<file path="src/rtl/controller_fsm_if.sv">
// Control bundle between the multicycle controller and its datapath.
// master = controller side (decodes instruction fields, drives strobes/selects).
interface controller_fsm_if;
    logic [5:0] op;
    logic [5:0] funct;
    logic       zero;
    logic       iorD;
    logic       memWrite;
    logic       irWrite;
    logic       regDst;
    logic       memToReg;
    logic       regWrite;
    logic       aluSrcA;
    logic [1:0] aluSrcB;
    logic [1:0] pcSrc;
    logic       pcEn;
    logic [2:0] aluControl;
    logic       illegalOp;
    logic [3:0] state;

    modport master (
        input  op, funct, zero,
        output iorD, memWrite, irWrite, regDst, memToReg, regWrite,
               aluSrcA, aluSrcB, pcSrc, pcEn, aluControl, illegalOp, state
    );

    modport slave (
        output op, funct, zero,
        input  iorD, memWrite, irWrite, regDst, memToReg, regWrite,
               aluSrcA, aluSrcB, pcSrc, pcEn, aluControl, illegalOp, state
    );
endinterface

</file>
<file path="src/rtl/controller_fsm.sv">
// Multicycle MIPS-subset main controller: Moore FSM driving datapath selects and write strobes.
// Latency: lw 5, sw/R-type/addi 4, beq/j 3, illegal 2 cycles from FETCH; selects registered, pcEn/aluControl/illegalOp combinational.
// No backpressure: advances every cycle; reset abandons the current instruction and masks all write strobes.
module controller_fsm (
    input  logic               clk,
    input  logic               reset,
    controller_fsm_if.master   ctl
);
    typedef enum logic [3:0] {
        S_FETCH  = 4'd0,
        S_DECODE = 4'd1,
        S_MEMADR = 4'd2,
        S_MEMRD  = 4'd3,
        S_MEMWB  = 4'd4,
        S_MEMWR  = 4'd5,
        S_EXEC   = 4'd6,
        S_ALUWB  = 4'd7,
        S_BRANCH = 4'd8,
        S_ADDIEX = 4'd9,
        S_ADDIWB = 4'd10,
        S_JUMP   = 4'd11
    } state_t;

    localparam logic [5:0] OP_RTYPE = 6'b000000;
    localparam logic [5:0] OP_J     = 6'b000010;
    localparam logic [5:0] OP_BEQ   = 6'b000100;
    localparam logic [5:0] OP_ADDI  = 6'b001000;
    localparam logic [5:0] OP_LW    = 6'b100011;
    localparam logic [5:0] OP_SW    = 6'b101011;

    localparam logic [2:0] ALU_ADD = 3'b010;
    localparam logic [2:0] ALU_SUB = 3'b110;
    localparam logic [2:0] ALU_AND = 3'b000;
    localparam logic [2:0] ALU_OR  = 3'b001;
    localparam logic [2:0] ALU_SLT = 3'b111;

    state_t     state_q, state_d;
    logic       ior_sel_q, ior_sel_d;
    logic       mem_write_q, mem_write_d;
    logic       ir_write_q, ir_write_d;
    logic       reg_dst_q, reg_dst_d;
    logic       mem_to_reg_q, mem_to_reg_d;
    logic       reg_write_q, reg_write_d;
    logic       alu_src_a_q, alu_src_a_d;
    logic [1:0] alu_src_b_q, alu_src_b_d;
    logic [1:0] pc_src_q, pc_src_d;
    logic       pc_en_q, pc_en_d;
    logic       branch_q, branch_d;
    logic       op_supported;
    logic [2:0] alu_ctl;

    always_comb begin
        op_supported = 1'b0;
        case (ctl.op)
            OP_RTYPE, OP_J, OP_BEQ, OP_ADDI, OP_LW, OP_SW: op_supported = 1'b1;
            default:                                      op_supported = 1'b0;
        endcase
    end

    always_comb begin
        state_d = state_q;
        case (state_q)
            S_FETCH:  state_d = S_DECODE;
            S_DECODE: begin
                case (ctl.op)
                    OP_LW, OP_SW: state_d = S_MEMADR;
                    OP_RTYPE:     state_d = S_EXEC;
                    OP_BEQ:       state_d = S_BRANCH;
                    OP_ADDI:      state_d = S_ADDIEX;
                    OP_J:         state_d = S_JUMP;
                    default:      state_d = S_FETCH;
                endcase
            end
            // op is re-sampled here; anything other than lw/sw abandons the access
            S_MEMADR: begin
                if (ctl.op == OP_LW)      state_d = S_MEMRD;
                else if (ctl.op == OP_SW) state_d = S_MEMWR;
                else                      state_d = S_FETCH;
            end
            S_MEMRD:  state_d = S_MEMWB;
            S_EXEC:   state_d = S_ALUWB;
            S_ADDIEX: state_d = S_ADDIWB;
            default:  state_d = S_FETCH;
        endcase
    end

    // Selects and strobes are decoded from the next state so they land in the flops
    // together with the state they belong to.
    always_comb begin
        ior_sel_d    = 1'b0;
        mem_write_d  = 1'b0;
        ir_write_d   = 1'b0;
        reg_dst_d    = 1'b0;
        mem_to_reg_d = 1'b0;
        reg_write_d  = 1'b0;
        alu_src_a_d  = 1'b0;
        alu_src_b_d  = 2'b00;
        pc_src_d     = 2'b00;
        pc_en_d      = 1'b0;
        branch_d     = 1'b0;
        case (state_d)
            S_FETCH: begin
                alu_src_b_d = 2'b01;
                ir_write_d  = 1'b1;
                pc_en_d     = 1'b1;
            end
            S_DECODE: alu_src_b_d = 2'b11;
            S_MEMADR, S_ADDIEX: begin
                alu_src_a_d = 1'b1;
                alu_src_b_d = 2'b10;
            end
            S_MEMRD: ior_sel_d = 1'b1;
            S_MEMWB: begin
                mem_to_reg_d = 1'b1;
                reg_write_d  = 1'b1;
            end
            S_MEMWR: begin
                ior_sel_d   = 1'b1;
                mem_write_d = 1'b1;
            end
            S_EXEC: alu_src_a_d = 1'b1;
            S_ALUWB: begin
                reg_dst_d   = 1'b1;
                reg_write_d = 1'b1;
            end
            S_ADDIWB: reg_write_d = 1'b1;
            S_BRANCH: begin
                alu_src_a_d = 1'b1;
                pc_src_d    = 2'b01;
                branch_d    = 1'b1;
            end
            S_JUMP: begin
                pc_src_d = 2'b10;
                pc_en_d  = 1'b1;
            end
            default: ;
        endcase
    end

    // Output flops reset to the FETCH pattern; write strobes are additionally masked
    // by reset below so nothing writes while reset is held.
    always_ff @(posedge clk or negedge reset) begin
        if (!reset) begin
            state_q      <= S_FETCH;
            ior_sel_q    <= 1'b0;
            mem_write_q  <= 1'b0;
            ir_write_q   <= 1'b1;
            reg_dst_q    <= 1'b0;
            mem_to_reg_q <= 1'b0;
            reg_write_q  <= 1'b0;
            alu_src_a_q  <= 1'b0;
            alu_src_b_q  <= 2'b01;
            pc_src_q     <= 2'b00;
            pc_en_q      <= 1'b1;
            branch_q     <= 1'b0;
        end else begin
            state_q      <= state_d;
            ior_sel_q    <= ior_sel_d;
            mem_write_q  <= mem_write_d;
            ir_write_q   <= ir_write_d;
            reg_dst_q    <= reg_dst_d;
            mem_to_reg_q <= mem_to_reg_d;
            reg_write_q  <= reg_write_d;
            alu_src_a_q  <= alu_src_a_d;
            alu_src_b_q  <= alu_src_b_d;
            pc_src_q     <= pc_src_d;
            pc_en_q      <= pc_en_d;
            branch_q     <= branch_d;
        end
    end

    always_comb begin
        alu_ctl = ALU_ADD;
        if (state_q == S_EXEC) begin
            case (ctl.funct)
                6'b100000: alu_ctl = ALU_ADD;
                6'b100010: alu_ctl = ALU_SUB;
                6'b100100: alu_ctl = ALU_AND;
                6'b100101: alu_ctl = ALU_OR;
                6'b101010: alu_ctl = ALU_SLT;
                default:   alu_ctl = ALU_ADD;
            endcase
        end else if (state_q == S_BRANCH) begin
            alu_ctl = ALU_SUB;
        end
    end

    assign ctl.iorD       = ior_sel_q;
    assign ctl.memWrite   = mem_write_q & reset;
    assign ctl.irWrite    = ir_write_q & reset;
    assign ctl.regDst     = reg_dst_q;
    assign ctl.memToReg   = mem_to_reg_q;
    assign ctl.regWrite   = reg_write_q & reset;
    assign ctl.aluSrcA    = alu_src_a_q;
    assign ctl.aluSrcB    = alu_src_b_q;
    assign ctl.pcSrc      = pc_src_q;
    // Branch PC load follows zero in the same cycle, not a cycle late.
    assign ctl.pcEn       = (pc_en_q | (branch_q & ctl.zero)) & reset;
    assign ctl.aluControl = alu_ctl;
    assign ctl.illegalOp  = (state_q == S_DECODE) & ~op_supported;
    assign ctl.state      = state_q;
endmodule

</file>
<file path="src/flat_wrapper.sv">
// flat-port wrapper written by rule: the top's interface ports become plain ports
module controller_fsm_flat 
  (clk, reset, ctl_op, ctl_funct, ctl_zero, ctl_iorD, ctl_memWrite, ctl_irWrite, ctl_regDst, ctl_memToReg, ctl_regWrite, ctl_aluSrcA, ctl_aluSrcB, ctl_pcSrc, ctl_pcEn, ctl_aluControl, ctl_illegalOp, ctl_state);
  controller_fsm_if ctl_i ();
  input  logic clk;
  input  logic reset;
  input wire logic [$bits(ctl_i.op)-1:0] ctl_op;
  input wire logic [$bits(ctl_i.funct)-1:0] ctl_funct;
  input wire logic [$bits(ctl_i.zero)-1:0] ctl_zero;
  output wire logic [$bits(ctl_i.iorD)-1:0] ctl_iorD;
  output wire logic [$bits(ctl_i.memWrite)-1:0] ctl_memWrite;
  output wire logic [$bits(ctl_i.irWrite)-1:0] ctl_irWrite;
  output wire logic [$bits(ctl_i.regDst)-1:0] ctl_regDst;
  output wire logic [$bits(ctl_i.memToReg)-1:0] ctl_memToReg;
  output wire logic [$bits(ctl_i.regWrite)-1:0] ctl_regWrite;
  output wire logic [$bits(ctl_i.aluSrcA)-1:0] ctl_aluSrcA;
  output wire logic [$bits(ctl_i.aluSrcB)-1:0] ctl_aluSrcB;
  output wire logic [$bits(ctl_i.pcSrc)-1:0] ctl_pcSrc;
  output wire logic [$bits(ctl_i.pcEn)-1:0] ctl_pcEn;
  output wire logic [$bits(ctl_i.aluControl)-1:0] ctl_aluControl;
  output wire logic [$bits(ctl_i.illegalOp)-1:0] ctl_illegalOp;
  output wire logic [$bits(ctl_i.state)-1:0] ctl_state;
  assign ctl_i.op = ctl_op;
  assign ctl_i.funct = ctl_funct;
  assign ctl_i.zero = ctl_zero;
  assign ctl_iorD = ctl_i.iorD;
  assign ctl_memWrite = ctl_i.memWrite;
  assign ctl_irWrite = ctl_i.irWrite;
  assign ctl_regDst = ctl_i.regDst;
  assign ctl_memToReg = ctl_i.memToReg;
  assign ctl_regWrite = ctl_i.regWrite;
  assign ctl_aluSrcA = ctl_i.aluSrcA;
  assign ctl_aluSrcB = ctl_i.aluSrcB;
  assign ctl_pcSrc = ctl_i.pcSrc;
  assign ctl_pcEn = ctl_i.pcEn;
  assign ctl_aluControl = ctl_i.aluControl;
  assign ctl_illegalOp = ctl_i.illegalOp;
  assign ctl_state = ctl_i.state;
  controller_fsm u_core (.clk(clk), .reset(reset), .ctl(ctl_i));
endmodule
</file>
<file path="config.mk">
export PLATFORM = sky130hd
export DESIGN_NAME = controller_fsm_flat
export DESIGN_NICKNAME = d
export VERILOG_FILES = /design/src/rtl/controller_fsm_if.sv /design/src/rtl/controller_fsm.sv /design/src/flat_wrapper.sv
export SDC_FILE = /design/constraint.sdc
export NUM_CORES = 1
export LEC_CHECK = 0
export CORE_MARGIN = 8
export CORE_UTILIZATION = 45
export CTS_CLUSTER_DIAMETER = 50
export CTS_CLUSTER_SIZE = 25
export DETAILED_ROUTE_END_ITERATION = 10
export HOLD_SLACK_MARGIN = 0.03
export PLACE_DENSITY = 0.82
export SLEW_MARGIN = 30
export SYNTH_ARGS = -nofsm -noshare
export SYNTH_HDL_FRONTEND = slang
export SYNTH_SLANG_ARGS = --single-unit
</file>
<file path="constraint.sdc">
create_clock -name clk -period 4.1 [get_ports clk]
set_clock_uncertainty 0.2 [all_clocks]
set_input_delay 0.615 -clock clk [delete_from_list [all_inputs] [get_ports clk]]
set_output_delay 0.615 -clock clk [all_outputs]
set_load 0.05 [all_outputs]
</file>
==> qor.yml <==
status: "complete, no violations"
core_mm2: 0.00190
worstHoldPathCells: 1
slew_headroom: 0.649
synthDistinctLibCells: 40
area_growth_pct: 41.6
worst_pin_slew_ns: 0.525
dpl_cell_area_mm2: 0.00123
wl_per_cell_um: 15.3
yosysWarnings: 0
leakage_nw: 0.491
cts_hold_buf: 0
clock_sinks: 16
viasPerCell: 5.29
synth_edf_count: 0
dp_slack_ns: 0.532
p_per_area_mw_per_mm2: 518
setup_viol: 0
internal_power_uw: 360
max_freq_ghz: 0.282
synth_nets: 100
gp_congestion: 0.803
die_y_um: 60.4
cp.depth: 5
avgSynthCellArea_um2: 10.4
grt_pass1_wl_mm: 3.62
fin_setup_tns_ns: 0
dp.final_hpwl_mm: 1.81
synth_common_cells: "dfrtp_1, nor2_1, inv_1, o21ai_0"
drc: 0
ctsHtreeMaxLevel: 1
post-cts-setup-buffers: 0
hold_viol_final: 0
dr.pass1.iters: 4
crit_path_end_kind: "output pin"
critical-path-top-delay-family: "buffers and inverters"
whs_ns: 0.410
slew_violations: 0
rows: 16
path_cells: "clkdlybuf4s50_1 > or3b_2 > o2bb2a_1 > nor2_1 > clkdlybuf4s50_1"
hold_path_class: "reg -> reg"
grt_usage: 0.133
numCtsBuffers: 3
cp_slowest_cell: "clkdlybuf4s50_1"
crit_top_cell: "clkdlybuf4s50_1"
io_buffers: 34
wl_mm: 2.23
netlist_top_cells_area: "dfrtp_1, dfstp_2, a221oi_4, and2_1, nand2b_1"
clockBufferDepth: 2
synth-async-reset-ratio: 1.00
synth_top_area_frac: 0.367
antenna_left: 0
fin_util: 0.661
vdd_ir_drop_max_mv: 0.384
final.period_utilization: 0.866
cts_tree: "done"
diodes: 0
setup_ws_ns: 0.548
routed-via-count: 772
n_fill_cell: 167
grt_pass1_vias: 741
critPathLaunchType: "primary input"
die_w_um: 60.4
cpPeakStageDelay_ns: 0.81
clock_latency_ns: 0.28
crit_path_max_fanout: 2
maxCapViolations: 0
p_comb_frac: 0.506
overflow: 0
postCtsResizedCells: 0
synth_seq_cells: 16
rsz0062_at_grt: "no"
p_sw_frac: 0.446
cp_data_arrival_time_ns: 2.74
cp_num_buf_inv: 2
p_clk_frac: 0.130
p_seq_frac: 0.364
p_switching_uw: 290
required_ns: 3.28
ioPinCount: 35
fin_nets: 135
drive_gt1_frac: 0.143
cts.clk_slew.worst_paths_ns: 0.09
rr_worst_depth: 5
start_util: 0.466
seq_area_frac_synth: 0.456
synth.most_common_cell: "dfrtp_1"
antenna_found_initial: 0
design.die.area_mm2: 0.00365
synth_ff_type: "dfrtp_1"
first_iter_violations: 20
cts-root-buf: "clkbuf_4"
finalInstanceArea_mm2: 0.00126
final.min_clock_period_ns: 3.55
netlist_area_um2: 887
criticalPathCategory: "in -> out"
grt_start_max_net_pins: 14
synth_top_cell_by_area: "dfrtp_1"
syn_inst: 85
[worst reg2reg max path, stage by stage, from the launching register on]
cell	delay [ns]
dfrtp_1	0.67
or3b_2	0.54
a2111o_1	0.31
o311ai_2	0.14
and3_1	0.25
o21bai_2	0.12
[worst paths after layout]
check	start	endpoint	slack [ns]
min reg2reg	u_core.ctl.state[3]$_DFF_PN0_	u_core.ctl.state[2]$_DFF_PN0_	0.41
min	u_core.ctl.state[3]$_DFF_PN0_	u_core.ctl.state[2]$_DFF_PN0_	0.41
max	ctl_funct[1]	ctl_aluControl[0]	0.55
min in group asynchronous	reset	u_core.ctl.iorD$_DFF_PN0_	0.44
max reg2reg	u_core.ctl.state[0]$_DFF_PN0_	u_core.pc_en_q$_DFF_PN1_	1.81
max in group asynchronous	reset	u_core.ctl.state[1]$_DFF_PN0_	2.75
[registers in the layout, indices dropped and copies added, names as in the netlist]
register and cells:
u_core.ctl.state 4, u_core.ctl.aluSrcB 2, u_core.ctl.pcSrc 2, u_core.ctl.aluSrcA 1
u_core.ctl.iorD 1, u_core.ctl.memToReg 1, u_core.ctl.regDst 1, u_core.ir_write_q 1
u_core.mem_write_q 1, u_core.pc_en_q 1, u_core.reg_write_q 1
[cells by family after synthesis]
group | synth area share
XOR/XNOR | 0.0296
AO/OA/AOI/OAI | 0.202
flip-flops | 0.456
buffers and inverters | 0.0663
AND/OR/NAND/NOR | 0.247
[cell type report]
cell class / instances / area (um^2) / share of cell area
Multi-Input combinational cell: 59 / 425 / 0.339
Sequential cell: 16 / 404 / 0.322
Timing Repair Buffer: 35 / 348 / 0.277
Tap cell: 27 / 33.8 / 0.0269
Clock buffer: 4 / 26.3 / 0.0209
Inverter: 5 / 18.8 / 0.0149
[metal layers]
metal,GRT usage,up-vias,wire (um)
met3,0.0487,2,152
met4,0.0510,0,16
met2,0.221,36,1140
met1,0.152,363,922
met5,0,-,0
li1,-,371,-
[power groups by stage]
stage | combinational [mW] | sequential [mW] | clock, mW
2_1_floorplan | 0.180 | 0.291 | 0
3_3_place_gp | 0.325 | 0.239 | 0
3_5_place_dp | 0.330 | 0.239 | 0
4_1_cts | 0.331 | 0.236 | 0.0859
5_1_grt | 0.347 | 0.242 | 0.0968
6_report | 0.329 | 0.237 | 0.0843
[cell usage in the layout, fill, tap and decap left out, types with 2 or more instances in the layout]
| master | n |
|---|---|
| nand2b_1 | 4 |
| inv_1 | 5 |
| xnor2_1 | 2 |
| dfrtp_1 | 13 |
| nand2_1 | 2 |
| a21oi_1 | 4 |
| o31a_1 | 2 |
| clkdlybuf4s50_1 | 34 |
| nor2_1 | 6 |
| dfstp_2 | 3 |
| or3b_2 | 2 |
| and2_1 | 4 |
| o21ai_0 | 5 |
| clkbuf_4 | 3 |
| nor3b_1 | 2 |
| nand3_1 | 4 |
[metrics by stage]
step,std cells,power (mW)
6_report,146,0.650
5_1_grt,146,0.686
4_1_cts,146,0.653
3_5_place_dp,142,0.569
3_3_place_gp,142,0.563
2_1_floorplan,85,0.471
Power figures use the tool's default switching activity.
